$ cat src/rtl/render_pkg.sv
// Shared geometry, entry/colour types and the sprite bitmaps used by the sprite layer renderer.
package render_pkg;

  localparam int TILE_W          = 16;
  localparam int TILE_H          = 4;
  localparam int DOODLE_W        = 8;
  localparam int DOODLE_H        = 16;
  localparam int DOODLE_ROM_BASE = 32;

  typedef enum logic [1:0] {
    TILE_L = 2'd0,
    TILE_M = 2'd1,
    TILE_R = 2'd2
  } tile_code_t;

  typedef struct packed {
    logic [9:0] x;
    logic [9:0] y;
    logic       en;
  } plat_entry_t;

  typedef struct packed {
    logic [7:0] r;
    logic [7:0] g;
    logic [7:0] b;
  } rgb_t;

  // Doodle bitmap, MSB is the leftmost pixel; the facing-right frame lives at rows 32..47.
  function automatic logic [7:0] doodle_rom_word(input logic [5:0] addr);
    case (addr)
      6'd32: return 8'hFC;
      6'd33: return 8'h7E;
      6'd34: return 8'h3C;
      6'd35: return 8'hFF;
      6'd36: return 8'hDB;
      6'd37: return 8'h81;
      6'd38: return 8'h66;
      6'd39: return 8'h5A;
      6'd40: return 8'h18;
      6'd41: return 8'hA5;
      6'd42: return 8'hC3;
      6'd43: return 8'hE7;
      6'd44: return 8'h99;
      6'd45: return 8'h3C;
      6'd46: return 8'h7E;
      6'd47: return 8'h24;
      default: return 8'h00;
    endcase
  endfunction

  // Platform tiles: four rows each for left cap, middle and right cap.
  function automatic logic [15:0] plat_rom_word(input logic [3:0] addr);
    case (addr)
      4'd0:  return 16'h8FFF;
      4'd1:  return 16'hFFFF;
      4'd2:  return 16'h7FFE;
      4'd3:  return 16'h3FFC;
      4'd4:  return 16'hFFFF;
      4'd5:  return 16'hAAAA;
      4'd6:  return 16'h5555;
      4'd7:  return 16'hF0F0;
      4'd8:  return 16'hFFF1;
      4'd9:  return 16'hFFFE;
      4'd10: return 16'h7FFF;
      4'd11: return 16'h3FFC;
      default: return 16'h0000;
    endcase
  endfunction

endpackage

$ cat src/rtl/sprite_layer_renderer_if.sv
// Pixel, position-update and colour/collision signals between the game side and the renderer.
interface sprite_layer_renderer_if #(
  parameter int NUM_PLAT = 8
);
  localparam int IDX_W = $clog2(NUM_PLAT);

  logic             frame_start;
  logic             pix_valid;
  logic [9:0]       DrawX;
  logic [9:0]       DrawY;
  logic [9:0]       doodle_x;
  logic [9:0]       doodle_y;
  logic             plat_we;
  logic [IDX_W-1:0] plat_idx;
  logic [9:0]       plat_x;
  logic [9:0]       plat_y;
  logic             plat_en;
  logic [7:0]       Red;
  logic [7:0]       Green;
  logic [7:0]       Blue;
  logic             rgb_valid;
  logic             collide;
  logic [IDX_W-1:0] collide_idx;

  modport master (
    output frame_start, pix_valid, DrawX, DrawY, doodle_x, doodle_y,
           plat_we, plat_idx, plat_x, plat_y, plat_en,
    input  Red, Green, Blue, rgb_valid, collide, collide_idx
  );

  modport slave (
    input  frame_start, pix_valid, DrawX, DrawY, doodle_x, doodle_y,
           plat_we, plat_idx, plat_x, plat_y, plat_en,
    output Red, Green, Blue, rgb_valid, collide, collide_idx
  );
endinterface

$ cat src/rtl/platform_table.sv
// Pending/active platform slots with frame commit, per-slot hit test and lowest-index winner select.
module platform_table
  import render_pkg::*;
#(
  parameter int NUM_PLAT   = 8,
  parameter int PLAT_TILES = 5,
  parameter int IDX_W      = $clog2(NUM_PLAT)
) (
  input  logic             Clk,
  input  logic             Reset_n,
  input  logic             frame_start_i,
  input  logic             we_i,
  input  logic [IDX_W-1:0] idx_i,
  input  plat_entry_t      wr_entry_i,
  input  logic [9:0]       draw_x_i,
  input  logic [9:0]       draw_y_i,
  output logic             hit_o,
  output logic [IDX_W-1:0] win_idx_o,
  output logic [3:0]       rom_addr_o,
  output logic [3:0]       col_o
);
  localparam logic [10:0] SPAN_W = 11'(TILE_W * PLAT_TILES);
  localparam logic [10:0] SPAN_H = 11'(TILE_H);

  logic [NUM_PLAT-1:0] hit;
  logic [3:0]          addr [NUM_PLAT];
  logic [3:0]          col  [NUM_PLAT];
  logic [10:0]         dx;
  logic [10:0]         dy;

  // 11-bit compares so a platform hanging past X=639 never wraps to the left edge.
  assign dx = {1'b0, draw_x_i};
  assign dy = {1'b0, draw_y_i};

  genvar gi;
  for (gi = 0; gi < NUM_PLAT; gi++) begin : g_slot
    plat_entry_t pend_q;
    plat_entry_t act_q;
    logic [10:0] x0;
    logic [10:0] y0;
    logic [10:0] off_x;
    logic [1:0]  row;
    logic [6:0]  tile;
    tile_code_t  code;

    // Out-of-range indices match no slot, so those writes fall on the floor.
    always_ff @(posedge Clk or negedge Reset_n) begin
      if (!Reset_n) begin
        pend_q <= '0;
        act_q  <= '0;
      end else begin
        if (frame_start_i) act_q <= pend_q;
        if (we_i && idx_i == IDX_W'(gi)) pend_q <= wr_entry_i;
      end
    end

    assign x0      = {1'b0, act_q.x};
    assign y0      = {1'b0, act_q.y};
    assign off_x   = dx - x0;
    assign row     = 2'(dy - y0);
    assign tile    = off_x[10:4];
    assign hit[gi] = act_q.en && (dx >= x0) && (dx < x0 + SPAN_W)
                              && (dy >= y0) && (dy < y0 + SPAN_H);

    always_comb begin
      if (tile == 7'd0)                    code = TILE_L;
      else if (tile == 7'(PLAT_TILES - 1)) code = TILE_R;
      else                                 code = TILE_M;
    end

    assign addr[gi] = {code, row};
    assign col[gi]  = off_x[3:0];
  end

  always_comb begin
    hit_o      = 1'b0;
    win_idx_o  = '0;
    rom_addr_o = '0;
    col_o      = '0;
    for (int k = NUM_PLAT - 1; k >= 0; k--) begin
      if (hit[k]) begin
        hit_o      = 1'b1;
        win_idx_o  = IDX_W'(k);
        rom_addr_o = addr[k];
        col_o      = col[k];
      end
    end
  end
endmodule

$ cat src/rtl/sprite_layer_renderer.sv
// Two-stage pixel pipeline: hit test + ROM fetch, then opacity/priority colour and per-frame collision report.
module sprite_layer_renderer
  import render_pkg::*;
#(
  parameter int          NUM_PLAT   = 8,
  parameter int          PLAT_TILES = 5,
  parameter logic [9:0]  DOODLE_X0  = 10'd320,
  parameter logic [9:0]  DOODLE_Y0  = 10'd240,
  parameter logic [23:0] DOODLE_RGB = 24'h00FFFF,
  parameter logic [23:0] PLAT_RGB   = 24'hFFFF00,
  parameter logic [23:0] BG_RGB     = 24'hFFFFFF
) (
  input logic                   Clk,
  input logic                   Reset_n,
  sprite_layer_renderer_if.slave bus
);
  localparam int IDX_W = $clog2(NUM_PLAT);

  logic [9:0]       dood_x_q, dood_y_q;
  logic [10:0]      dx, dy, dx0, dy0;
  logic             dood_hit;
  logic [2:0]       dood_col;
  logic [3:0]       dood_row;
  logic [5:0]       dood_addr;
  logic             plat_hit;
  logic [IDX_W-1:0] plat_win;
  logic [3:0]       plat_addr, plat_col;
  plat_entry_t      wr_entry;

  logic             s1_valid_q, s1_dhit_q, s1_phit_q;
  logic [2:0]       s1_dcol_q;
  logic [3:0]       s1_pcol_q;
  logic [IDX_W-1:0] s1_pidx_q;
  logic [7:0]       dood_data_q;
  logic [15:0]      plat_data_q;

  logic             dood_opq, plat_opq, coll_now;
  rgb_t             rgb_d, rgb_q;
  logic             rgb_valid_q, collide_q, sticky_q;
  logic [IDX_W-1:0] collide_idx_q, sticky_idx_q;

  always_ff @(posedge Clk or negedge Reset_n) begin
    if (!Reset_n) begin
      dood_x_q <= DOODLE_X0;
      dood_y_q <= DOODLE_Y0;
    end else if (bus.frame_start) begin
      dood_x_q <= bus.doodle_x;
      dood_y_q <= bus.doodle_y;
    end
  end

  assign dx        = {1'b0, bus.DrawX};
  assign dy        = {1'b0, bus.DrawY};
  assign dx0       = {1'b0, dood_x_q};
  assign dy0       = {1'b0, dood_y_q};
  assign dood_hit  = (dx >= dx0) && (dx < dx0 + 11'(DOODLE_W))
                  && (dy >= dy0) && (dy < dy0 + 11'(DOODLE_H));
  assign dood_col  = 3'(bus.DrawX - dood_x_q);
  assign dood_row  = 4'(bus.DrawY - dood_y_q);
  assign dood_addr = 6'(DOODLE_ROM_BASE) + {2'b00, dood_row};
  assign wr_entry  = {bus.plat_x, bus.plat_y, bus.plat_en};

  platform_table #(
    .NUM_PLAT  (NUM_PLAT),
    .PLAT_TILES(PLAT_TILES),
    .IDX_W     (IDX_W)
  ) u_table (
    .Clk          (Clk),
    .Reset_n      (Reset_n),
    .frame_start_i(bus.frame_start),
    .we_i         (bus.plat_we),
    .idx_i        (bus.plat_idx),
    .wr_entry_i   (wr_entry),
    .draw_x_i     (bus.DrawX),
    .draw_y_i     (bus.DrawY),
    .hit_o        (plat_hit),
    .win_idx_o    (plat_win),
    .rom_addr_o   (plat_addr),
    .col_o        (plat_col)
  );

  // Synchronous ROM reads line up with the stage-1 registers below.
  always_ff @(posedge Clk) begin
    dood_data_q <= doodle_rom_word(dood_addr);
    plat_data_q <= plat_rom_word(plat_addr);
  end

  always_ff @(posedge Clk or negedge Reset_n) begin
    if (!Reset_n) begin
      s1_valid_q <= 1'b0;
      s1_dhit_q  <= 1'b0;
      s1_phit_q  <= 1'b0;
      s1_dcol_q  <= '0;
      s1_pcol_q  <= '0;
      s1_pidx_q  <= '0;
    end else begin
      s1_valid_q <= bus.pix_valid;
      s1_dhit_q  <= dood_hit;
      s1_phit_q  <= plat_hit;
      s1_dcol_q  <= dood_col;
      s1_pcol_q  <= plat_col;
      s1_pidx_q  <= plat_win;
    end
  end

  // Inverting the column picks bit [W-1-col]: MSB is the leftmost pixel.
  assign dood_opq = s1_dhit_q & dood_data_q[~s1_dcol_q];
  assign plat_opq = s1_phit_q & plat_data_q[~s1_pcol_q];
  assign coll_now = s1_valid_q & dood_opq & plat_opq;

  always_comb begin
    rgb_d = '0;
    if (s1_valid_q) begin
      if (dood_opq)      rgb_d = rgb_t'(DOODLE_RGB);
      else if (plat_opq) rgb_d = rgb_t'(PLAT_RGB);
      else               rgb_d = rgb_t'(BG_RGB);
    end
  end

  // A hit landing on the frame_start edge is counted in the frame that starts there.
  always_ff @(posedge Clk or negedge Reset_n) begin
    if (!Reset_n) begin
      rgb_q         <= '0;
      rgb_valid_q   <= 1'b0;
      collide_q     <= 1'b0;
      collide_idx_q <= '0;
      sticky_q      <= 1'b0;
      sticky_idx_q  <= '0;
    end else begin
      rgb_q       <= rgb_d;
      rgb_valid_q <= s1_valid_q;
      if (bus.frame_start) begin
        collide_q     <= sticky_q;
        collide_idx_q <= sticky_idx_q;
        sticky_q      <= coll_now;
        sticky_idx_q  <= coll_now ? s1_pidx_q : '0;
      end else if (coll_now && (!sticky_q || s1_pidx_q < sticky_idx_q)) begin
        sticky_q     <= 1'b1;
        sticky_idx_q <= s1_pidx_q;
      end
    end
  end

  assign bus.Red         = rgb_q.r;
  assign bus.Green       = rgb_q.g;
  assign bus.Blue        = rgb_q.b;
  assign bus.rgb_valid   = rgb_valid_q;
  assign bus.collide     = collide_q;
  assign bus.collide_idx = collide_idx_q;
endmodule

$ cat src/flat_wrapper.sv
// flat-port wrapper written by rule: the top's interface ports become plain ports
module sprite_layer_renderer_flat import render_pkg::*;
#(
  parameter int          NUM_PLAT   = 8,
  parameter int          PLAT_TILES = 5,
  parameter logic [9:0]  DOODLE_X0  = 10'd320,
  parameter logic [9:0]  DOODLE_Y0  = 10'd240,
  parameter logic [23:0] DOODLE_RGB = 24'h00FFFF,
  parameter logic [23:0] PLAT_RGB   = 24'hFFFF00,
  parameter logic [23:0] BG_RGB     = 24'hFFFFFF
)
  (Clk, Reset_n, bus_frame_start, bus_pix_valid, bus_DrawX, bus_DrawY, bus_doodle_x, bus_doodle_y, bus_plat_we, bus_plat_idx, bus_plat_x, bus_plat_y, bus_plat_en, bus_Red, bus_Green, bus_Blue, bus_rgb_valid, bus_collide, bus_collide_idx);
  sprite_layer_renderer_if #(.NUM_PLAT(NUM_PLAT)) bus_i ();
  input logic Clk;
  input logic Reset_n;
  input wire logic [$bits(bus_i.frame_start)-1:0] bus_frame_start;
  input wire logic [$bits(bus_i.pix_valid)-1:0] bus_pix_valid;
  input wire logic [$bits(bus_i.DrawX)-1:0] bus_DrawX;
  input wire logic [$bits(bus_i.DrawY)-1:0] bus_DrawY;
  input wire logic [$bits(bus_i.doodle_x)-1:0] bus_doodle_x;
  input wire logic [$bits(bus_i.doodle_y)-1:0] bus_doodle_y;
  input wire logic [$bits(bus_i.plat_we)-1:0] bus_plat_we;
  input wire logic [$bits(bus_i.plat_idx)-1:0] bus_plat_idx;
  input wire logic [$bits(bus_i.plat_x)-1:0] bus_plat_x;
  input wire logic [$bits(bus_i.plat_y)-1:0] bus_plat_y;
  input wire logic [$bits(bus_i.plat_en)-1:0] bus_plat_en;
  output wire logic [$bits(bus_i.Red)-1:0] bus_Red;
  output wire logic [$bits(bus_i.Green)-1:0] bus_Green;
  output wire logic [$bits(bus_i.Blue)-1:0] bus_Blue;
  output wire logic [$bits(bus_i.rgb_valid)-1:0] bus_rgb_valid;
  output wire logic [$bits(bus_i.collide)-1:0] bus_collide;
  output wire logic [$bits(bus_i.collide_idx)-1:0] bus_collide_idx;
  assign bus_i.frame_start = bus_frame_start;
  assign bus_i.pix_valid = bus_pix_valid;
  assign bus_i.DrawX = bus_DrawX;
  assign bus_i.DrawY = bus_DrawY;
  assign bus_i.doodle_x = bus_doodle_x;
  assign bus_i.doodle_y = bus_doodle_y;
  assign bus_i.plat_we = bus_plat_we;
  assign bus_i.plat_idx = bus_plat_idx;
  assign bus_i.plat_x = bus_plat_x;
  assign bus_i.plat_y = bus_plat_y;
  assign bus_i.plat_en = bus_plat_en;
  assign bus_Red = bus_i.Red;
  assign bus_Green = bus_i.Green;
  assign bus_Blue = bus_i.Blue;
  assign bus_rgb_valid = bus_i.rgb_valid;
  assign bus_collide = bus_i.collide;
  assign bus_collide_idx = bus_i.collide_idx;
  sprite_layer_renderer #(.NUM_PLAT(NUM_PLAT), .PLAT_TILES(PLAT_TILES), .DOODLE_X0(DOODLE_X0), .DOODLE_Y0(DOODLE_Y0), .DOODLE_RGB(DOODLE_RGB), .PLAT_RGB(PLAT_RGB), .BG_RGB(BG_RGB)) u_core (.Clk(Clk), .Reset_n(Reset_n), .bus(bus_i));
endmodule
$ cat config.mk
export PLATFORM = sky130hd
export DESIGN_NAME = sprite_layer_renderer_flat
export DESIGN_NICKNAME = d
export VERILOG_FILES = /design/src/rtl/render_pkg.sv /design/src/rtl/sprite_layer_renderer_if.sv /design/src/rtl/platform_table.sv /design/src/rtl/sprite_layer_renderer.sv /design/src/flat_wrapper.sv
export SDC_FILE = /design/constraint.sdc
export NUM_CORES = 1
export LEC_CHECK = 0
export BUFFER_PORTS_ARGS = -buffer_cell sky130_fd_sc_hd__buf_2
export CORE_MARGIN = 2
export CORE_UTILIZATION = 45
export CTS_BUF_LIST = sky130_fd_sc_hd__clkbuf_4 sky130_fd_sc_hd__clkbuf_8
export DETAILED_ROUTE_END_ITERATION = 16
export PLACE_DENSITY = 0.67
export SYNTH_ARGS = -nofsm -noshare
export SYNTH_HDL_FRONTEND = slang
export SYNTH_HIERARCHICAL = 1
export SYNTH_SLANG_ARGS = --single-unit
$ cat constraint.sdc
create_clock -name Clk -period 4.7 [get_ports Clk]
set_input_delay 0.235 -clock Clk [delete_from_list [all_inputs] [get_ports Clk]]
set_output_delay 0.235 -clock Clk [all_outputs]
set_load 0.01 [all_outputs]
## Yosys cells after proc, flatten, opt, wreduce, memory -nomap -nowiden

Memory sizes are Yosys's and may differ from the RTL's. A register that Yosys moved wholly into a read port is not among the register bits.
Index checks and enable logic that the tools add are counted.
W data, S select, Z words.

- Output and inout bits: 29
- Bits in latches: 0
- Memories kept: 2
- Memory bits (read-only): 768
- Flip-flop bits (word level): 402
- Bits in writable memories: 0

- Reduce and logical (&&, ||, !) cells: 56
- Multipliers: 0
- Order comparisons: 39
- Add/subtract/negate cells: 37
- Equality and inequality tests: 15
- Divide/modulo/power cells: 0
- Shift-type cells: 0
- Multiplexer cells: 60
- Bitwise gates (word level): 6

Memory list:

| memory | depth | bits a word | read ports | clocked after memory_dff | wr ports | line | source |
|---|---|---|---|---|---|---|---|
| (no name shown) | 64 | 8 | 1 | 1 | 0 | render_pkg.sv:30 | `case (addr)` |
| (no name shown) | 16 | 16 | 1 | 1 | 0 | render_pkg.sv:53 | `case (addr)` |

Operator list:

| cell | count |
|---|---|
| $lt A10 B11 Y1 | 18 |
| $ge A10 B10 Y1 | 18 |
| $add A10 B3 Y11 const B | 8 |
| $add A10 B7 Y11 const B | 8 |
| $sub A10 B10 Y11 | 8 |
| $mux W4 | 16 |
| $eq A7 B3 Y1 const B | 8 |
| $logic_not A7 Y1 | 8 |
| $mux W24 | 2 |
| $logic_and A1 B1 Y1 | 44 |
| $mux W3 | 11 |
| $mux W2 | 16 |
| $sub A2 B2 Y2 | 8 |
| $eq A3 B3 Y1 const B | 4 |
| $mux W1 | 12 |
| $add A10 B4 Y11 const B | 1 |
| $add A10 B5 Y11 const B | 1 |
| $mux W8 | 1 |
| $add A6 B4 Y6 const A | 1 |
| $eq A3 B2 Y1 const B | 2 |
| $lt A4 B5 Y1 const B | 1 |
| $and A1 B1 Y1 | 4 |
| $bmux W1 S4 | 1 |
| $lt A3 B4 Y1 const B | 1 |
| 11 further kinds | 11 |

## Longest topological paths before layout

Gate-level depths: netlist of the first run.

- Depth after elaboration: 13
- Mapped depth: 20
- Depth with buffers taken out: 19

## Cells and area by module

The synthesis of the first run kept the hierarchy.

By module, submodules not included:

| module | instances | seq. area each (sq um) | cells each | area an instance (sq um) |
|---|---|---|---|---|
| platform_table | 1 | 8408.1 | 2368 | 22947.0 |
| sprite_layer_renderer | 1 | 1468.9 | 355 | 3721.1 |

## Worst setup path after synthesis of the first run

Ideal clock, no wire load.

- Path kind: flip-flop to flip-flop
- From: register u_core/u_table/g_slot[2].act_q[3] (netlist bit)
- To: register u_core.plat_data_q[0]
- Clock period less this slack: 3.873 ns
- Cell stages (with the launch flop): 21
- Setup slack: 0.827 ns
- Data required time: 4.585 ns
- Buffers on the path: 1
- Data arrival time: 3.759 ns
- Cell sequence: dfrtp_1 > inv_1 > nor4_1 > nand2_1 > xnor2_1 > ha_1 > or3_1 > a221oi_1 > a211oi_1 > a211oi_1 > nand4_1 > clkbuf_1 > a311o_1 > o21ai_0 > a21oi_1 > o211ai_1 > inv_1 > ha_1 > o21ai_0 > o21ai_0 > o21a_1

- Word-level cells in the longest chain between the ends: 6

Ends and longest elaborated chain:

| what | line | source |
|---|---|---|
| start, declared | platform_table.sv:38 | `plat_entry_t act_q;` |
| start signal, assigned | platform_table.sv:52 | `if (frame_start_i) act_q <= pend_q;` |
| $add A10 B3 Y11 / $ge A10 B10 Y1 (equally long branches) | platform_table.sv:63 | `&& (dy >= y0) && (dy < y0 + SPAN_H);` |
| $lt A10 B11 Y1 / $logic_and A1 B1 Y1 (equally long branches) | platform_table.sv:63 |  |
| $logic_and A1 B1 Y1 * | platform_table.sv:63 |  |
| $mux W4 * (3 in a row) | platform_table.sv:81 | `if (hit[k]) begin` |
| net u_core.plat_addr[1] | sprite_layer_renderer.sv:27 | `logic [3:0] plat_addr, plat_col;` |
| end, declared | sprite_layer_renderer.sv:35 | `logic [15:0] plat_data_q;` |

The timed path passes the listed nets; every way through them passes the cells marked *.
A chain may end at the register's enable or synchronous reset.

## Worst setup path after layout of the first run

- From: register u_core/u_table/g_slot[2].act_q[3] (netlist bit)
- To: register u_core.plat_data_q[3]

The elaborated chain is that of the path after synthesis.

==> metrics.csv, run 1 <==
metric;value;unit
status;finished clean;
Finished Cell Area;0.03001;sq mm
die width;247.4;um
Seq/Total Area, Yosys;37.04;%
vias in the first global route;20910;
synthesis-to-finish area growth;12.53;%
fin util;51.04;%
maximum clock insertion buffer count;3;
Port Buffers;97;
first-pass GRT wire length;116200;um
Net count, final;3299;
Rel. slew slack;45.46;%
period utilization;94.51;%
worst vdd ir;0.2039;mV
Post-synth EDFFs;0;
Synth Flop Type;dfrtp_1;
Synth top area share;35.09;%
CP startpoint kind;flop;
Slew Limit Fails;0;
Avg Cell Area, Syn;9.794;sq um
combinational share of power;35.9;%
CP Max Fanout;14;
Layout Skew;0.03404;ns
Final min period;4.442;ns
setup violators final;0;
number of CTS-inserted buffers;72;
layout filler cell count;5375;
Placed Area;0.02808;sq mm
GPL Wtd Cong;0.9388;
Gate Count Post-Synth;2723;
CP arrival;4.97;ns
Sw Pwr;0.004553;W
die area;0.06123;sq mm
routed via count;21150;
die height;247.4;um
register area;0.009877;sq mm
Sw Ratio;35.37;%
via/cell ratio;5.710;
I/O pin cnt;98;
area leader, netlist;dfrtp_1;
initial DRC count;1453;
detailed-route DRC error count;0;
distinct cell type count after synthesis;80;
PwrDens;428.9;mW/mm^2
FP Rows;89;
Seq pwr share;35.9;%
share of layout cells above drive strength 1;17.55;%
Async SR Flop Fraction;95.48;%
H-tree lvl count;3;
max_cap viols;0;
Detailed Route WL;73730;um
post-synthesis register bit count;398;
critical path class;flop to flop;
Clock transition at path regs;0.06;ns
HP Class;input pin to flop;
clk sink count;398;
gr usage total;24.35;%
latest clock arrival within the worst-skew pair;0.66;ns
total core area;0.05880;sq mm
CTS tree;yes;
Synth top cells by count;dfrtp_1, ha_1, o21ai_0;
synthesized net count;3148;
count leader, synth;dfrtp_1;
Max Fclk;0.2251;GHz
Final ANT Viol Nets;0;
YS warnings;6;
root buf cell;clkbuf_8;
RSZ-0062 raised after global routing;no;
antenna violations before repair;3;
clock share of power;28.3;%
drt pass-1 iters;5;
post-route setup TNS;0;ns
endpoints failing hold;0;
pin count of the biggest net entering global routing;182;
Congestion Overflow GR;0;
worst-margin pin slew;0.8181;ns
Wirelength per Cell;19.91;um
Setup crit end kind;flop;
Critical Path RT;5.23;ns
Initial Util;45.36;%
Multi-input gate area;0.01546;sq mm
Detail Placement HPWL;52210;um
Synth Cell Area;0.02667;sq mm
synth top area cells;dfrtp_1, ha_1, mux2_2, o21ai_0, inv_1;
LEAKAGE;13.63;nW
Int Power;0.008317;W
## layout make-up
type / count / share of cell area, %
clock inverter: 17 / 0.5670
timing repair buffer: 169 / 3.836
clock buffer: 112 / 4.824
multi-input combinational: 1985 / 51.52
antenna: 2 / 0.01668
tap: 773 / 3.223
inverter: 248 / 3.102
sequential: 398 / 32.91
## worst max-delay path, stage by stage, from the launching register on
cell,delay (ns)
dfrtp_1,0.41
inv_1,0.10
nor4_1,0.39
nand2_1,0.12
xnor2_1,0.14
ha_1,0.18
or3_1,0.32
a221oi_1,0.26
a211oi_1,0.14
a211oi_2,0.30
nand4_1,0.25
buf_4,0.25
buf_4,0.16
o32ai_1,0.39
nor3_1,0.12
a211oi_2,0.23
buf_4,0.21
o21ai_0,0.16
a21boi_0,0.20
## power by group through the flow
| stage | registers [W] | clock network [W] | logic (W) |
|---|---|---|---|
| CTS | 0.00461 | 0.00373 | 0.00456 |
| global placement | 0.00464 | 0 | 0.00435 |
| global route | 0.00471 | 0.00388 | 0.00516 |
| floorplan | 0.00453 | 0 | 0.00327 |
| detailed placement | 0.00466 | 0 | 0.00451 |
| finish | 0.00461 | 0.00364 | 0.00462 |
## stage by stage
| stage | power, W | hold slack, ns | setup slack [ns] | std cells |
|---|---|---|---|---|
| after detailed placement | 0.009166 | 0.2151 | 0.1234 | 3543 |
| after floorplan | 0.007800 | -0.06059 | 0.8268 | 2723 |
| after global placement | 0.008985 | 0.2119 | 0.1682 | 3543 |
| after global routing | 0.01376 | 0.06540 | 0.005329 | 3704 |
| final | 0.01287 | 0.06057 | 0.2582 | 3704 |
| after CTS | 0.01290 | 0.009147 | 0.1031 | 3699 |
## repair_timing
action / in CTS / in global routing
resized for setup: 0 / 2
endpoints found under the setup margin: 0 / 12
buffers inserted: 0 / 3
hold endpoints to repair: 106 / 0
hold buffers: 27 / 0
## flip-flops by register name, summed over array words and instances, names as in the netlist, 3 cells and up
name,cells
u_core/u_table/g_slot.act_q,168
u_core/u_table/g_slot.pend_q,168
u_core/plat_data_q,12
u_core/dood_x_q,10
u_core/dood_y_q,10
u_core/dood_data_q,6
u_core/s1_pcol_q,4
u_core/bus.collide_idx,3
u_core/s1_dcol_q,3
u_core/s1_pidx_q,3
u_core/sticky_idx_q,3
## cell usage in the layout (no fill, tap or decap), drive strengths merged, types with 94 or more instances in the layout
cell,Yosys,final
ha,338,338
inv,248,248
nand2,245,245
mux2,208,208
a21oi,106,106
xnor2,94,94
nor2,98,98
buf,40,142
clkbuf,52,112
o21ai,276,276
dfrtp,374,374
## final timing paths
path / from / end / slack (ns) / depth (start not counted)
min reg2reg: u_core/s1_valid_q$_DFF_PN0_ / u_core/bus.Green[6]$_DFF_PN0_ / 0.44 / 0
max: u_core/u_table/g_slot[2].act_q[3]$_DFFE_PN0P_ / u_core/plat_data_q[3]$_DFF_P_ / 0.26 / 18
min in group asynchronous: Reset_n / u_core/u_table/g_slot[2].act_q[6]$_DFFE_PN0P_ / 0.12 / 2
max in group asynchronous: Reset_n / u_core/u_table/g_slot[5].act_q[17]$_DFFE_PN0P_ / 3.42 / 3
max reg2reg: u_core/u_table/g_slot[2].act_q[3]$_DFFE_PN0P_ / u_core/plat_data_q[3]$_DFF_P_ / 0.26 / 18
min: bus_frame_start / u_core/dood_x_q[8]$_DFFE_PN1P_ / 0.06 / 3
## kinds of logic (layout without fill, tap and decap cells)
group                    count (synthesis)  in the layout  share of synthesized area [%]
AO/OA/AOI/OAI                          664            664                          15.70
AND/OR/NAND/NOR                        623            623                          11.14
flip-flops                             398            398                          37.04
adder cells (fa/ha/maj)                356            356                          17.21
buffers and inverters                  340            546                          5.105
multiplexers                           230            230                          10.13
XOR/XNOR                               112            112                          3.678
other                                    0              2                              0
## routing by layer
layer / wire (um) / up-vias / global-route usage (%)
li1: - / 10060 / -
met1: 33410 / 10480 / 32.69
met2: 35110 / 503 / 40.20
met3: 3233 / 111 / 3.341
met4: 1957 / 2 / 8.735
met5: 17 / - / 0
Power figures use the tool's default switching activity.
==> inputs of run 2 (changes only) <==
Settings changed: PLACE_DENSITY 0.67 to 0.69.
Clock period 4.7 ns to 3.8 ns, I/O delays scaled along.
==> metrics.csv, run 2 (synthesized netlist as in run 1, its figures left out) <==
metric;value;unit;change
CP Max Fanout;3;;-11
Detail Placement HPWL;55680;um;+6.7%
H-tree lvl count;3;;unchanged
detailed-route DRC error count;0;;unchanged
Layout Skew;0.02576;ns;-0.008280 ns
Final ANT Viol Nets;0;;unchanged
critical path class;flop to flop;;
Wirelength per Cell;19.96;um;+0.28%
via/cell ratio;5.691;;-0.33%
most common cell after layout, fill and taps aside;dfrtp_1;;
max_cap viols;0;;unchanged
Final min period;3.785;ns;-0.6564 ns
latest clock arrival within the worst-skew pair;0.66;ns;about the same
HP Class;input pin to flop;;
Net count, final;3459;;+4.8%
maximum clock insertion buffer count;3;;unchanged
Finished Cell Area;0.03189;sq mm;+6.3%
initial DRC count;1670;;+15%
routed via count;22000;;+4.0%
Rel. slew slack;53.46;%;+8.0 points
I/O pin cnt;98;;unchanged
Multi-input gate area;0.01589;sq mm;+2.8%
gr usage total;25.38;%;+1.0 points
top flop regs;u_core/u_table/g_slot.act_q (168), u_core/u_table/g_slot.pend_q (168), u_core/plat_data_q (12);;
Slew Limit Fails;0;;unchanged
root buf cell;clkbuf_8;;
synthesis-to-finish area growth;19.56;%;
first-pass GRT wire length;121900;um;+4.9%
Placed Area;0.02930;sq mm;+4.3%
fin util;54.23;%;+3.2 points
die width;247.4;um;unchanged
CP arrival;4.34;ns;-0.63 ns
Worst Hold Depth;2;;-1
Port Buffers;97;;unchanged
register area;0.009877;sq mm;unchanged
RSZ-0062 raised after global routing;yes;;
Setup crit end kind;flop;;
Congestion Overflow GR;0;;unchanged
setup violators final;0;;unchanged
die area;0.06123;sq mm;unchanged
status;finished clean;;
drt pass-1 iters;6;;+1
worst-margin pin slew;0.6894;ns;-0.1287 ns
FP Rows;89;;unchanged
number of CTS-inserted buffers;74;;+2.8%
Clock transition at path regs;0.06;ns;about the same
period utilization;99.62;%;+5.1 points
total core area;0.05880;sq mm;unchanged
vias in the first global route;22070;;+5.6%
die height;247.4;um;unchanged
clk sink count;398;;unchanged
Initial Util;45.36;%;unchanged
commonest non-fill, non-tap cells in the layout;dfrtp_1, ha_1, o21ai_0, nand2_1, inv_1;;
FF-to-FF path depth;17;;-1
PwrDens;533.2;mW/mm^2;+24%
antenna violations before repair;1;;-2
pin count of the biggest net entering global routing;184;;+1.1%
layout filler cell count;5238;;-2.5%
CP startpoint kind;flop;;
Detailed Route WL;77170;um;+4.7%
Critical Path RT;4.35;ns;-0.88 ns
Max Fclk;0.2642;GHz;+17%
LEAKAGE;14.61;nW;+7.2%
endpoints failing hold;0;;unchanged
GPL Wtd Cong;0.9228;;-1.7%
share of layout cells above drive strength 1;23.78;%;+6.2 points
worst vdd ir;0.3232;mV;+59%
CTS tree;yes;;
## run 2: cell types whose count changed in the layout (fill, tap and decap cells not counted), sizes merged
cell         delta
clkinvlp        -3
buf           +153
clkbuf          +8
clkinv          -5
bufinv          +4
dlygate4sd3     +5
## run 2: per-stage QoR
stage          hold slack (ns)  power (W)  setup TNS [ns]  setup slack, ns  cells
6_report               0.03169    0.01700               0          0.01462   3866
5_1_grt                0.02464    0.01811          -1.213          -0.1848   3864
4_1_cts               0.007433    0.01682               0        0.0007301   3857
3_5_place_dp            0.2439    0.01177          -1.167          -0.2293   3688
3_3_place_gp            0.2235    0.01152         -0.6036          -0.1092   3688
2_1_floorplan          -0.1056   0.009659               0         0.009010   2723
## run 2: worst paths after layout
| kind | slack [ns] | endpoint | from |
|---|---|---|---|
| min in group asynchronous | 0.14 | u_core/u_table/g_slot[5].pend_q[15]$_DFFE_PN0P_ | Reset_n |
| setup / recovery | 0.01 | u_core/plat_data_q[0]$_DFF_P_ | u_core/u_table/g_slot[7].act_q[4]$_DFFE_PN0P_ |
| hold / removal | 0.03 | u_core/u_table/g_slot[5].pend_q[5]$_DFFE_PN0P_ | bus_plat_y[4] |
| hold reg to reg | 0.47 | u_core/u_table/g_slot[7].act_q[18]$_DFFE_PN0P_ | u_core/u_table/g_slot[7].pend_q[18]$_DFFE_PN0P_ |
| setup reg to reg | 0.01 | u_core/plat_data_q[0]$_DFF_P_ | u_core/u_table/g_slot[7].act_q[4]$_DFFE_PN0P_ |
| max in group asynchronous | 2.62 | u_core/u_table/g_slot[1].pend_q[6]$_DFFE_PN0P_ | Reset_n |
## run 2: final cells by class
class | count | area share (%)
Multi-Input combinational cell | 1985 | 49.85
Tap cell | 773 | 3.033
Timing Repair Buffer | 327 | 7.777
Inverter | 248 | 2.919
Antenna cell | 2 | 0.01570
Clock inverter | 13 | 0.7613
Sequential cell | 398 | 30.98
Clock buffer | 120 | 4.670
## run 2: metal layers
metal | part of all wire [%] | GRT usage, % | up-vias
met1 | 44 | 33.66 | 10910
met2 | 48 | 42.61 | 567
met4 | 3.0 | 9.123 | 0
met5 | 0 | 0 | -
li1 | - | - | 10390
met3 | 4.5 | 3.244 | 137
## run 2: critical path, cell delays in order (launching register included)
cell       delay (ns)
dfrtp_1          0.40
ha_2             0.20
xnor2_1          0.17
ha_1             0.29
a2111oi_0        0.43
nand4_1          0.18
a21oi_2          0.29
nand4_1          0.16
buf_4            0.18
nor2b_1          0.16
a211o_1          0.19
a31oi_4          0.10
o211ai_1         0.26
inv_2            0.11
ha_2             0.19
o21ai_1          0.12
o21ai_1          0.08
o21a_1           0.17
## run 2: power by group
part | switching (W) | internal [W]
Clock | 0.00190 | 0.00295
Sequential | 0.000551 | 0.00515
Combinational | 0.00349 | 0.00297
## run 2: what timing repair did
action | CTS | global route
pin swaps | 14 | 31
setup endpoints to repair | 12 | 14
hold buffers | 32 | 0
gates resized for setup | 26 | 81
hold endpoints to repair | 144 | 0
setup buffers | 4 | 7
